--- src/rtl/riscv_pkg.sv ---
// Shared RISC-V constants and AXI-style response encodings used by the fetch path.
package riscv_pkg;

    localparam logic [31:0] NOP_INSTR = 32'h0000_0013;

    typedef enum logic [1:0] {
        RESP_OKAY   = 2'd0,
        RESP_EXOKAY = 2'd1,
        RESP_SLVERR = 2'd2,
        RESP_DECERR = 2'd3
    } rresp_e;

endpackage

--- src/rtl/fetch_buffer.sv ---
// In-order instruction fetch queue: snoops IM address handshakes, pairs returning
// read data with queued PCs, and discards responses orphaned by a redirect.
module fetch_buffer
    import riscv_pkg::*;
#(
    parameter int XLEN  = 32,
    parameter int DEPTH = 4
) (
    input  logic            clk,
    input  logic            rstn,
    input  logic            i_flush,
    input  logic            i_im_arvalid,
    input  logic            i_im_arready,
    input  logic [XLEN-1:0] i_im_araddr,
    input  logic            i_im_rvalid,
    output logic            o_im_rready,
    input  logic [XLEN-1:0] i_im_rdata,
    input  logic [1:0]      i_im_rresp,
    output logic            o_if_valid,
    input  logic            i_if_ready,
    output logic [XLEN-1:0] o_if_instr,
    output logic [XLEN-1:0] o_if_pc,
    output logic            o_if_fault,
    output logic            o_stall
);

    localparam int PW = $clog2(DEPTH);
    localparam int CW = PW + 1;

    logic [XLEN-1:0]  pc_q    [DEPTH];
    logic [XLEN-1:0]  instr_q [DEPTH];
    logic [DEPTH-1:0] filled_q;
    logic [DEPTH-1:0] fault_q;
    logic [PW-1:0]    head_q, tail_q, fill_q;
    logic [CW-1:0]    count_q, pend_q, drop_q;

    logic ar_hs, r_hs, fill, pop, resp_err;

    assign o_stall     = (count_q + drop_q) == CW'(DEPTH);
    assign o_im_rready = (pend_q != '0) || (drop_q != '0);
    assign o_if_valid  = filled_q[head_q];
    assign o_if_instr  = instr_q[head_q];
    assign o_if_pc     = pc_q[head_q];
    assign o_if_fault  = fault_q[head_q];

    assign ar_hs    = i_im_arvalid && i_im_arready && !o_stall;
    assign r_hs     = i_im_rvalid && o_im_rready;
    assign fill     = r_hs && (drop_q == '0);
    assign pop      = o_if_valid && i_if_ready && !i_flush;
    assign resp_err = rresp_e'(i_im_rresp) != RESP_OKAY;

    always_ff @(posedge clk) begin
        if (!rstn) begin
            for (int unsigned i = 0; i < DEPTH; i++) begin
                pc_q[i]    <= '0;
                instr_q[i] <= '0;
            end
            filled_q <= '0;
            fault_q  <= '0;
            head_q   <= '0;
            tail_q   <= '0;
            fill_q   <= '0;
            count_q  <= '0;
            pend_q   <= '0;
            drop_q   <= '0;
        end else if (i_flush) begin
            // Every still-unfilled request (plus one issued this cycle) owes a response
            // that must be dropped; a response arriving now retires the oldest debt.
            drop_q   <= drop_q + pend_q + CW'(ar_hs) - CW'(r_hs);
            filled_q <= '0;
            head_q   <= '0;
            tail_q   <= '0;
            fill_q   <= '0;
            count_q  <= '0;
            pend_q   <= '0;
        end else begin
            if (ar_hs) begin
                pc_q[tail_q] <= i_im_araddr;
                tail_q       <= tail_q + PW'(1);
            end
            if (r_hs && drop_q != '0)
                drop_q <= drop_q - CW'(1);
            if (fill) begin
                instr_q[fill_q]  <= resp_err ? XLEN'(NOP_INSTR) : i_im_rdata;
                fault_q[fill_q]  <= resp_err;
                filled_q[fill_q] <= 1'b1;
                fill_q           <= fill_q + PW'(1);
            end
            if (pop) begin
                filled_q[head_q] <= 1'b0;
                head_q           <= head_q + PW'(1);
            end
            count_q <= count_q + CW'(ar_hs) - CW'(pop);
            pend_q  <= pend_q + CW'(ar_hs) - CW'(fill);
        end
    end

    always_ff @(posedge clk) begin
        if (rstn && i_im_arvalid && i_im_arready)
            assert (!o_stall) else $error("fetch_buffer: AR handshake issued while o_stall");
    end

endmodule
--- config.mk ---
export PLATFORM = sky130hd
export DESIGN_NAME = fetch_buffer
export DESIGN_NICKNAME = d
export VERILOG_FILES = /design/src/rtl/riscv_pkg.sv /design/src/rtl/fetch_buffer.sv
export SDC_FILE = /design/constraint.sdc
export NUM_CORES = 1
export LEC_CHECK = 0
export ABC_CLOCK_PERIOD_IN_PS = 3420
export CAP_MARGIN = 20
export CORE_UTILIZATION = 52
export DETAILED_ROUTE_END_ITERATION = 16
export PLACE_DENSITY = 0.78
export RECOVER_POWER = 25
export SKIP_CTS_REPAIR_TIMING = 1
export SYNTH_ARGS = -nofsm -noshare
export SYNTH_HDL_FRONTEND = slang
export SYNTH_SLANG_ARGS = --single-unit
--- constraint.sdc ---
create_clock -name clk -period 3.42 [get_ports clk]
set_input_delay 0.513 -clock clk [delete_from_list [all_inputs] [get_ports clk]]
set_output_delay 0.513 -clock clk [all_outputs]
set_load 0.05 [all_outputs]
# Word level (Yosys, flattened, before mapping)
# Memories as Yosys holds them, arrays and structs flattened. A register that Yosys moved wholly into a read port is not among the register bits.
# Cells that the tools add are included.
# word_totals
ram_bits	256
in_bits	73
ff_bits	23
out_inout_bits	68
memories	2
word_cells	88
# mem_list
memory	depth	word_bits	read_ports	rd_clocked_by_memory_dff	write_ports	line	rtl
instr_q	4	32	1	1	4	fetch_buffer.sv:31	logic [XLEN-1:0] instr_q [DEPTH];
pc_q	4	32	1	1	4	fetch_buffer.sv:30	logic [XLEN-1:0] pc_q [DEPTH];
# classes
n_eq_ne	1
n_lt_le_gt_ge	4
n_mux	35
n_reduce_logical	21
bitwise	5
n_addsub	12
# ops
op	n
$mux W32	3
$reduce_or A32 Y1	2
$mux W4	4
$mux W1	15
$mux W2	6
$add A3 B1 Y3	3
$logic_and A1 B1 Y1	9
$sub A3 B1 Y3	3
$add A2 B1 Y2 const B	3
$add A3 B3 Y3	2
$lt A2 B3 Y1 const B	2
$mux W3	2
$reduce_bool A3 Y1	2
$and A4 B4 Y4	1
$bmux W1 S2	2
$bwmux W4	1
$demux W1 S2	2
$ge A2 B1 Y1 const B	2
$not A4 Y4	1
$or A4 B4 Y4	1
$reduce_bool A2 Y1	2
$eq A3 B3 Y1 const B	1
$logic_not A3 Y1	1
$sub A3 B1 Y3 const B	1
5 further kinds	7

# Logic depth before layout (Yosys ltp)
# Gate-level depths: netlist of run 1.
# depth
depth_word	10
mapped_depth	13
mapped_depth_nobuf	13

# Worst setup path after synthesis of run 1
# No wires, ideal clock.
# synth_timing
path_kind	reg2reg
from	register drop_q[0]
to	memory pc_q[0][0] (enable)
path_buffers	0
path_stages_with_launch	7
synth_period_minus_slack_ps	2975
slack_ps	445
setup_time_ps	394
required_ps	3026
arrival_ps	2581
cell_sequence	dfxtp_1 > ha_1 > fa_1 > xor3_1 > a211oi_4 > nor3b_4 > nand2b_1
# synth_rtl
item	line	rtl
from (decl)	fetch_buffer.sv:35	logic [CW-1:0] count_q, pend_q, drop_q;
from (signal assigned)	fetch_buffer.sv:69	drop_q <= drop_q + pend_q + CW'(ar_hs) - CW'(r_hs);
from (signal assigned)	fetch_buffer.sv:82	drop_q <= drop_q - CW'(1);
to (decl)	fetch_buffer.sv:30	

==> impl_metrics.env, run 1 <==
export IMPL_leakagePower_uw=0.00534
export IMPL_drt_pass1_iter_count=5
export IMPL_period_share_pct=94.7
export IMPL_grt_max_degree=40
export IMPL_drive_gt1_share_pct=13.8
export IMPL_ant_nets=0
export IMPL_synth_nets=922
export IMPL_avgViaCountPerCell=5.44
export IMPL_initial_utilization_pct=52.7
export IMPL_dp_hpwl_mm=15.4
export IMPL_cts_tree="done"
export IMPL_peakVddDrop_mv=0.464
export IMPL_fmax_mhz=309
export IMPL_synth_top_area_cell="edfxtp_1"
export IMPL_finalSetupTns_ns=0
export IMPL_hp_start="fault_q[2]"
export IMPL_wl_mm=25.8
export IMPL_drc=0
export IMPL_holdPathEnd="fault_q[2]"
export IMPL_fin_nets=1070
export IMPL_cpPeakStageDelay_ns=0.75
export IMPL_cts_made_buffers=28
export IMPL_fin_crit_ns=3.24
export IMPL_start_kind="register"
export IMPL_synth_common_cells="256 x edfxtp_1, 139 x nor2_1, 134 x and2_1"
export IMPL_grt_use_total_pct=22.0
export IMPL_synthCells=827
export IMPL_clk_pin_slew_ns=0.06
export IMPL_gp_congestion=0.798
export IMPL_cp_end_kind="output port"
export IMPL_via_count=7148
export IMPL_area_growth_pct=22.6
export IMPL_dieArea_um2=24400
export IMPL_worstPathCellList="buf_12, mux4_2, clkdlybuf4s50_1"
export IMPL_grt_pass1_wl_mm=40.7
export IMPL_clk_path_buf_depth=3
export IMPL_ff2ff_setup_slack_ns=0.25
export IMPL_p_per_area_nw_per_um2=522
export IMPL_switching_share_pct=23.1
export IMPL_yosys_warnings=0
export IMPL_ioPinCount=141
export IMPL_cp_required_ns=2.91
export IMPL_slew_violations=132
export IMPL_avgSynthCellArea_um2=14.9
export IMPL_synth_area_um2=12300
export IMPL_wl_per_cell_um=19.6
export IMPL_synth_most_common_cell="edfxtp_1"
export IMPL_seq_area_frac_synth_pct=66.3
export IMPL_reg2regPathDepth=7
export IMPL_grt_pass1_vias=7646
export IMPL_max_slew_margin_rel_pct=-20.6
export IMPL_synthTopCellsByArea="edfxtp_1 62%, mux4_2 12%, and2_1 6.8%, nor2_1 4.2%, dfxtp_1 4.1%"
export IMPL_hold_class="reg -> reg"
export IMPL_dieWidth_um=156
export IMPL_worst_r2r_startpoint="drop_q[0]"
export IMPL_skew_ns=0.0157
export IMPL_clockPowerShare_pct=38.9
export IMPL_portBuffers=140
export IMPL_clk_insertion_delay_late_ns=0.53
export IMPL_rsz0062_at_grt="no"
export IMPL_violations="capacitance limit, slew limit"
export IMPL_die_h_um=156
export IMPL_ys_types=37
export IMPL_status="finished, violations left"
export IMPL_ys_dominant_reg_cell="edfxtp_1"
export IMPL_cts_root_buf="clkbuf_16"
export IMPL_gr_total_overflow=0
export IMPL_power_frac_seq_pct=49.8
export IMPL_rr_endpoint="pc_q[0][19]"
export IMPL_slowest_stage="clkdlybuf4s50_1"
export IMPL_ys_ff_latch=281
export IMPL_core_area_um2=23400
export IMPL_cap_violations=4
export IMPL_h_tree_depth=1
export IMPL_crit_type="reg -> out"
export IMPL_setup_violations=0
export IMPL_antenna_cells=0
export IMPL_cp_max_fo=22
export IMPL_antenna_found_initial=0
export IMPL_first_iter_violations=406
export IMPL_yosysTopAreaCellShare_pct=62.3
export IMPL_cts_sinks=281
export IMPL_worst_ep_arrival_time_ns=2.72
export IMPL_hold_depth=2
export IMPL_final_hold_violation_count=0
export IMPL_p_int_uw=6080
export IMPL_fin_util_pct=64.7
export IMPL_p_sw_uw=1820
export IMPL_fp_row_count=56
export IMPL_synth_edf_count=256
export IMPL_fill_cells=1706
export IMPL_worst_pin_slew_ns=1.81
export IMPL_async_flop_share_pct=0
export IMPL_combPwrFrac_pct=11.3
-- kinds of logic (layout without fill, tap and decap cells) --
group	count (synthesis)	in the layout	synth area share (%)
XOR/XNOR	11	11	0.902
buffers and inverters	67	235	2.28
adder cells (fa/ha/maj)	22	22	2.53
multiplexers	71	71	12.4
AO/OA/AOI/OAI	24	24	1.37
AND/OR/NAND/NOR	351	351	14.1
flip-flops	281	281	66.3
-- cell usage in the layout, fill, tap and decap left out, types with 3 or more instances in the layout --
cell / n
edfxtp_1: 256
clkdlybuf4s50_1: 140
nor2_1: 138
and2_1: 129
mux4_2: 66
nand2_1: 51
clkbuf_16: 29
dfxtp_1: 23
inv_1: 17
ha_1: 17
buf_4: 13
a21oi_1: 11
clkbuf_1: 11
xnor2_1: 9
buf_12: 8
nor3_1: 6
clkinv_2: 6
a211oi_1: 5
and2_0: 5
mux2i_1: 5
fa_1: 5
clkinv_1: 4
nand2b_2: 3
or3_1: 3
bufinv_16: 3
clkbuf_8: 3
-- metrics by stage --
step / worst slack [ns] / hold slack, ns / instances / instance area (µm²) / total power [µW]
after floorplan: 0.445 / 0.435 / 827 / 12300 / 4570
after global placement: 0.433 / 0.445 / 1264 / 14300 / 4890
after detailed placement: 0.314 / 0.455 / 1264 / 14300 / 4910
after CTS: 0.136 / 0.464 / 1314 / 15200 / 7950
after global routing: 0.0765 / 0.486 / 1314 / 15100 / 8160
final: 0.183 / 0.462 / 1314 / 15100 / 7900
-- layer usage --
metal	track usage [%]	part of all wire [%]
met1	28.0	39
met2	39.2	52
met3	2.72	5.7
met4	7.24	2.7
met5	0	0
-- flip-flops by register name, indices dropped and copies added (netlist names), named ones only --
register,cells
pend_q,3
tail_q,2
fill_q,2
drop_q,3
count_q,3
instr_q,128
head_q,2
fault_q,4
pc_q,128
filled_q,4
-- power by group through the flow --
stage / clock network, µW / registers [µW] / logic (µW)
floorplan: 0 / 3990 / 576
global placement: 0 / 4000 / 891
detailed placement: 0 / 4010 / 905
CTS: 3100 / 3940 / 910
global route: 3250 / 3950 / 964
finish: 3080 / 3940 / 891
-- worst max path at each step --
stage / slack, ns / cells past startpoint / endpoint / from
2_1_floorplan: 0.45 / 6 / pc_q[0][0] / drop_q[0]
3_3_place_gp: 0.43 / 13 / count_q[2] / drop_q[0]
3_5_place_dp: 0.31 / 12 / pend_q[2] / count_q[0]
4_1_cts: 0.14 / 3 / o_if_pc[23] / register
5_1_grt: 0.08 / 3 / o_if_pc[24] / register
6_report: 0.18 / 3 / o_if_pc[23] / register
-- layout make-up --
cell class	instances	area, µm²	share of cell area, %
Clock buffer	36	782	5.17
Clock inverter	14	144	0.951
Inverter	17	63.8	0.422
Multi-Input combinational cell	479	3870	25.5
Sequential cell	281	8200	54.1
Tap cell	319	399	2.64
Timing Repair Buffer	168	1690	11.1
-- critical path: cells and delay by family (launching register included) --
| family | cells | cell delay [ns] |
|---|---|---|
| DFF | 1 | 0.59 |
| muxes | 1 | 0.55 |
| buffers and inverters | 2 | 1.03 |
Note: power is estimated with default switching activity, not from simulation.
==> run 2, diff against run 1 <==
--- a/config.mk
+++ b/config.mk
@@ -5,7 +5,6 @@
 export SDC_FILE = /design/constraint.sdc
 export NUM_CORES = 1
 export LEC_CHECK = 0
-export ABC_CLOCK_PERIOD_IN_PS = 3420
 export CAP_MARGIN = 20
 export CORE_UTILIZATION = 52
 export DETAILED_ROUTE_END_ITERATION = 16
==> results of run 2 <==
No change in the layout: final DEF, timing and power equal those of run 1.
==> RTL change 1: new RTL, settings of run 2 <==
The parameter `XLEN` goes from 32 to 48.
--- a/src/rtl/fetch_buffer.sv
+++ b/src/rtl/fetch_buffer.sv
@@ -4,5 +4,5 @@
     import riscv_pkg::*;
 #(
-    parameter int XLEN  = 32,
+    parameter int XLEN  = 48,
     parameter int DEPTH = 4
 ) (
Interface: changed (resized i_im_araddr, i_im_rdata, o_if_instr and o_if_pc); port bits go from 141 to 205. The function was not compared with the original's and may differ.
==> RTL change 1 against run 2 <==
Sequential power up 46%; register-to-register slack gained 0.09 ns; non-clock buffer count rose by 72; wire length is 47% higher; sequential cell count up 128; cell area up 44%; area after synthesis is 44% higher; worst setup slack got worse by 0.018 ns; power increased by 42%; via count rose by 42%; critical endpoint is now o_if_pc[27]; largest power group unchanged.
==> RTL change 1: results (changes against run 2) <==
status=finished, final reports clean (was complete, but fails checks); seq pwr=5740 uW (was 3940 uW); VDD IR-drop max=0.439 mV (was 0.464 mV); CTS Buf Count=42 (was 28); max layer used=met5 (was met4); post-synth net total=1282 (was 922); sw frac=23.1% (about the same); synth top area cells=edfxtp_1 (65%), mux4_2 (12%), and2_1 (7.0%), nor2_1 (4.3%), dfxtp_1 (2.8%) (was edfxtp_1 (62%), mux4_2 (12%), and2_1 (6.8%), nor2_1 (4.2%), dfxtp_1 (4.1%)); Clock group=4310 uW (was 3080 uW); mean routed wirelength per cell=20.5 um (was 19.6 um); Placed Instance Area=20500 sq um (was 14300 sq um); clock buf count=52 (was 36); clk sinks=409 (was 281); Antenna Cells=4 (was 0); PwrDens=516 nW/um^2 (was 522 nW/um^2); die width=187 um (was 156 um); via count of the first global-routing pass=10681 (was 7646); Post-synth EDFFs=384 (was 256); Final HPWL DP=22400 um (was 15400 um); clk tree area frac=5.95% (was 6.12%); multi-input gate count=655 (was 479); Worst Reg2Reg Path Length in Cells=13 (was 7); GR Layer Usage met2=38.3% (was 39.2%); Seq area share=55.4% (was 54.1%); nonclk buf count=240 (was 168); multi-input logic portion of the cell area=24.5% (was 25.5%); first-pass GRT wire length=59500 um (was 40700 um); Pleak=0.00761 uW (was 0.00534 uW); Filler cells=2397 (was 1706); H-Tree Depth=2 (was 1); reg-to-reg slack, setup=0.34 ns (was 0.25 ns)
-- RTL change 1: cell types whose count changed after synthesis --
cell,change
and2_1,+64
nor2_1,+64
buf_1,+4
clkbuf_1,+20
nand2_1,+16
buf_2,+1
mux4_2,+32
buf_6,+3
clkbuf_2,-5
edfxtp_1,+128
buf_4,+1
-- RTL change 1: metrics by stage --
step / hold slack (ns) / setup WS (ns) / total power (uW)
after floorplan: 0.435 / 0.153 / 6550
after global placement: 0.445 / 0.406 / 7000
after detailed placement: 0.452 / 0.341 / 7030
after CTS: 0.460 / 0.0912 / 11300
after global routing: 0.495 / 0.00198 / 11600
final: 0.455 / 0.165 / 11200
-- RTL change 1: kinds of logic after synthesis --
logic type	Yosys count	share of synthesized area, %
simple gates	495	13.8
flops	409	67.9
mux	103	12.7
buf+inv	91	2.22
compound gates	24	0.953
fa+ha+maj	22	1.77
xor+xnor	11	0.628
==> RTL change 2: new RTL, flow settings as in run 2 <==
Without the edit above. Register the output `o_if_fault`; this adds one clock of latency there. The other outputs are not delayed to match.
--- a/src/rtl/fetch_buffer.sv
+++ b/src/rtl/fetch_buffer.sv
@@ -42,5 +42,7 @@
     assign o_if_instr  = instr_q[head_q];
     assign o_if_pc     = pc_q[head_q];
-    assign o_if_fault  = fault_q[head_q];
+    always_ff @(posedge clk) begin
+        o_if_fault <= fault_q[head_q];
+    end
 
     assign ar_hs    = i_im_arvalid && i_im_arready && !o_stall;
Check against the original RTL: not equivalent (a bounded check fails within 4 cycles, from zero or initial values and one cycle with rstn low).
==> RTL change 2 against run 2 <==
Wire length fell by 2.1%; clock skew grew 0.0056 ns; sequential cell count grew 1; critical path depth unchanged; via count down 0.49%; worst setup slack improved by 0.0043 ns; highest routed layer is now met5; cell area shrank 0.19%; final cell count is 0.46% higher; fmax is 0.13% higher; combinational power is 0.6% lower; worst hold slack improved by 0.0048 ns; power down 2.0%; area after synthesis is 0.16% higher; the run still ends with max-capacitance violations, max-slew violations left; first-iteration DRC count is 5.2% higher.
==> RTL change 2: results (changes against run 2) <==
RD Place Congestion=0.791 (was 0.798); via/cell ratio=5.39 (was 5.44); Worst Tran Pin Value=1.79 ns (was 1.81 ns); Clock Latency Late Sink=around 0.54 ns; Psw=1850 uW (was 1820 uW); failing checks=max-capacitance violations, max-slew violations (unchanged); post-synthesis mux area share=12.4% (about the same); post-synthesis xor/xnor area fraction=0.901% (was 0.902%); final wirelength=25300 um (was 25800 um); cell family contributing the most delay on the critical path=buffers and inverters (unchanged); CTS Buf Count=29 (was 28); layout cell share with drive strength beyond 1=13.9% (was 13.8%); post-synthesis sequential area ratio=66.4% (was 66.3%); VDD IR-drop max=0.421 mV (was 0.464 mV); Antenna Cells=0 (unchanged); Synth Area in Compound Gates=1.37% (about the same); Final Max Slew Viols=132 (unchanged); initial antenna violation count=1 (was 0); nets@finish=1073 (was 1070); Syn Area/Cell=14.9 sq um (about the same); post-synth net total=923 (was 922); Post-Synth Adder-Cell Area=2.53% (about the same); skew final=0.0213 ns (was 0.0157 ns); drt first-iter violations=427 (was 406); synth top area cells=edfxtp_1 (62%), mux4_2 (12%), and2_1 (6.8%), nor2_1 (4.2%), dfxtp_1 (4.2%) (was edfxtp_1 (62%), mux4_2 (12%), and2_1 (6.8%), nor2_1 (4.2%), dfxtp_1 (4.1%)); Placed Instance Area=14300 sq um (about the same); first-pass GRT wire length=39900 um (was 40700 um); Largest regs=instr_q (128), pc_q (128) (unchanged); CP max stage cell=clkdlybuf4s50_1 (unchanged); top_reg_cell synth=edfxtp_1 (unchanged); Final HPWL DP=15200 um (was 15400 um); Pleak=0.00534 uW (about the same); Netlist cell types=37 (unchanged); Worst EP arrival=2.72 ns (about the same); Placed Cells=1266 (was 1264); status=complete, but fails checks (unchanged); maxcap violations=4 (unchanged); Place WS=0.401 ns (was 0.314 ns); slowest cell delay on critical path=0.73 ns (was 0.75 ns); via count of the first global-routing pass=7364 (was 7646); crit-path max FO=16 (was 22); Total GRT Usage=21.5% (was 22.0%); DR pass1 iterations=4 (was 5); largest net degree at the start of global routing=38 (was 40); commonest cells in the netlist=edfxtp_1 (256), nor2_1 (139), and2_1 (134) (unchanged); mean routed wirelength per cell=19.1 um (was 19.6 um)
==> RTL change 2: routing by layer <==
layer  part of all wire, %  wire, um  GRT usage, %
met1                    40     10200          28.2
met3                   6.3      1590          3.42
met2                    52     13000          37.4
met5                 0.051        13             0
met4                   1.7       430          5.51
==> RTL change 2: layout make-up <==
type,count,area [sq um]
sequential,282,8220
multi-input combinational,479,3870
clock buffer,34,744
timing repair buffer,169,1680
inverter,17,63.8
tap,319,399
fill,1712,8300
clock inverter,20,135
==> RTL change 2: worst paths after layout <==
kind	slack, ns	cells past startpoint	start	to
hold / removal	0.47	2	fault_q[0]	fault_q[0]
setup / recovery	0.19	3	flip-flop	o_if_instr[6]
hold reg to reg	0.47	2	fault_q[0]	fault_q[0]
setup reg to reg	0.43	12	count_q[0]	pend_q[2]
==> RTL change 2: power by group through the flow <==
stage	Combinational (uW)	Clock, uW	Sequential [uW]
after detailed placement	898	0	4020
final	886	2910	3950
after global routing	953	3110	3960
after CTS	904	2960	3950
after global placement	894	0	4010
after floorplan	575	0	4010
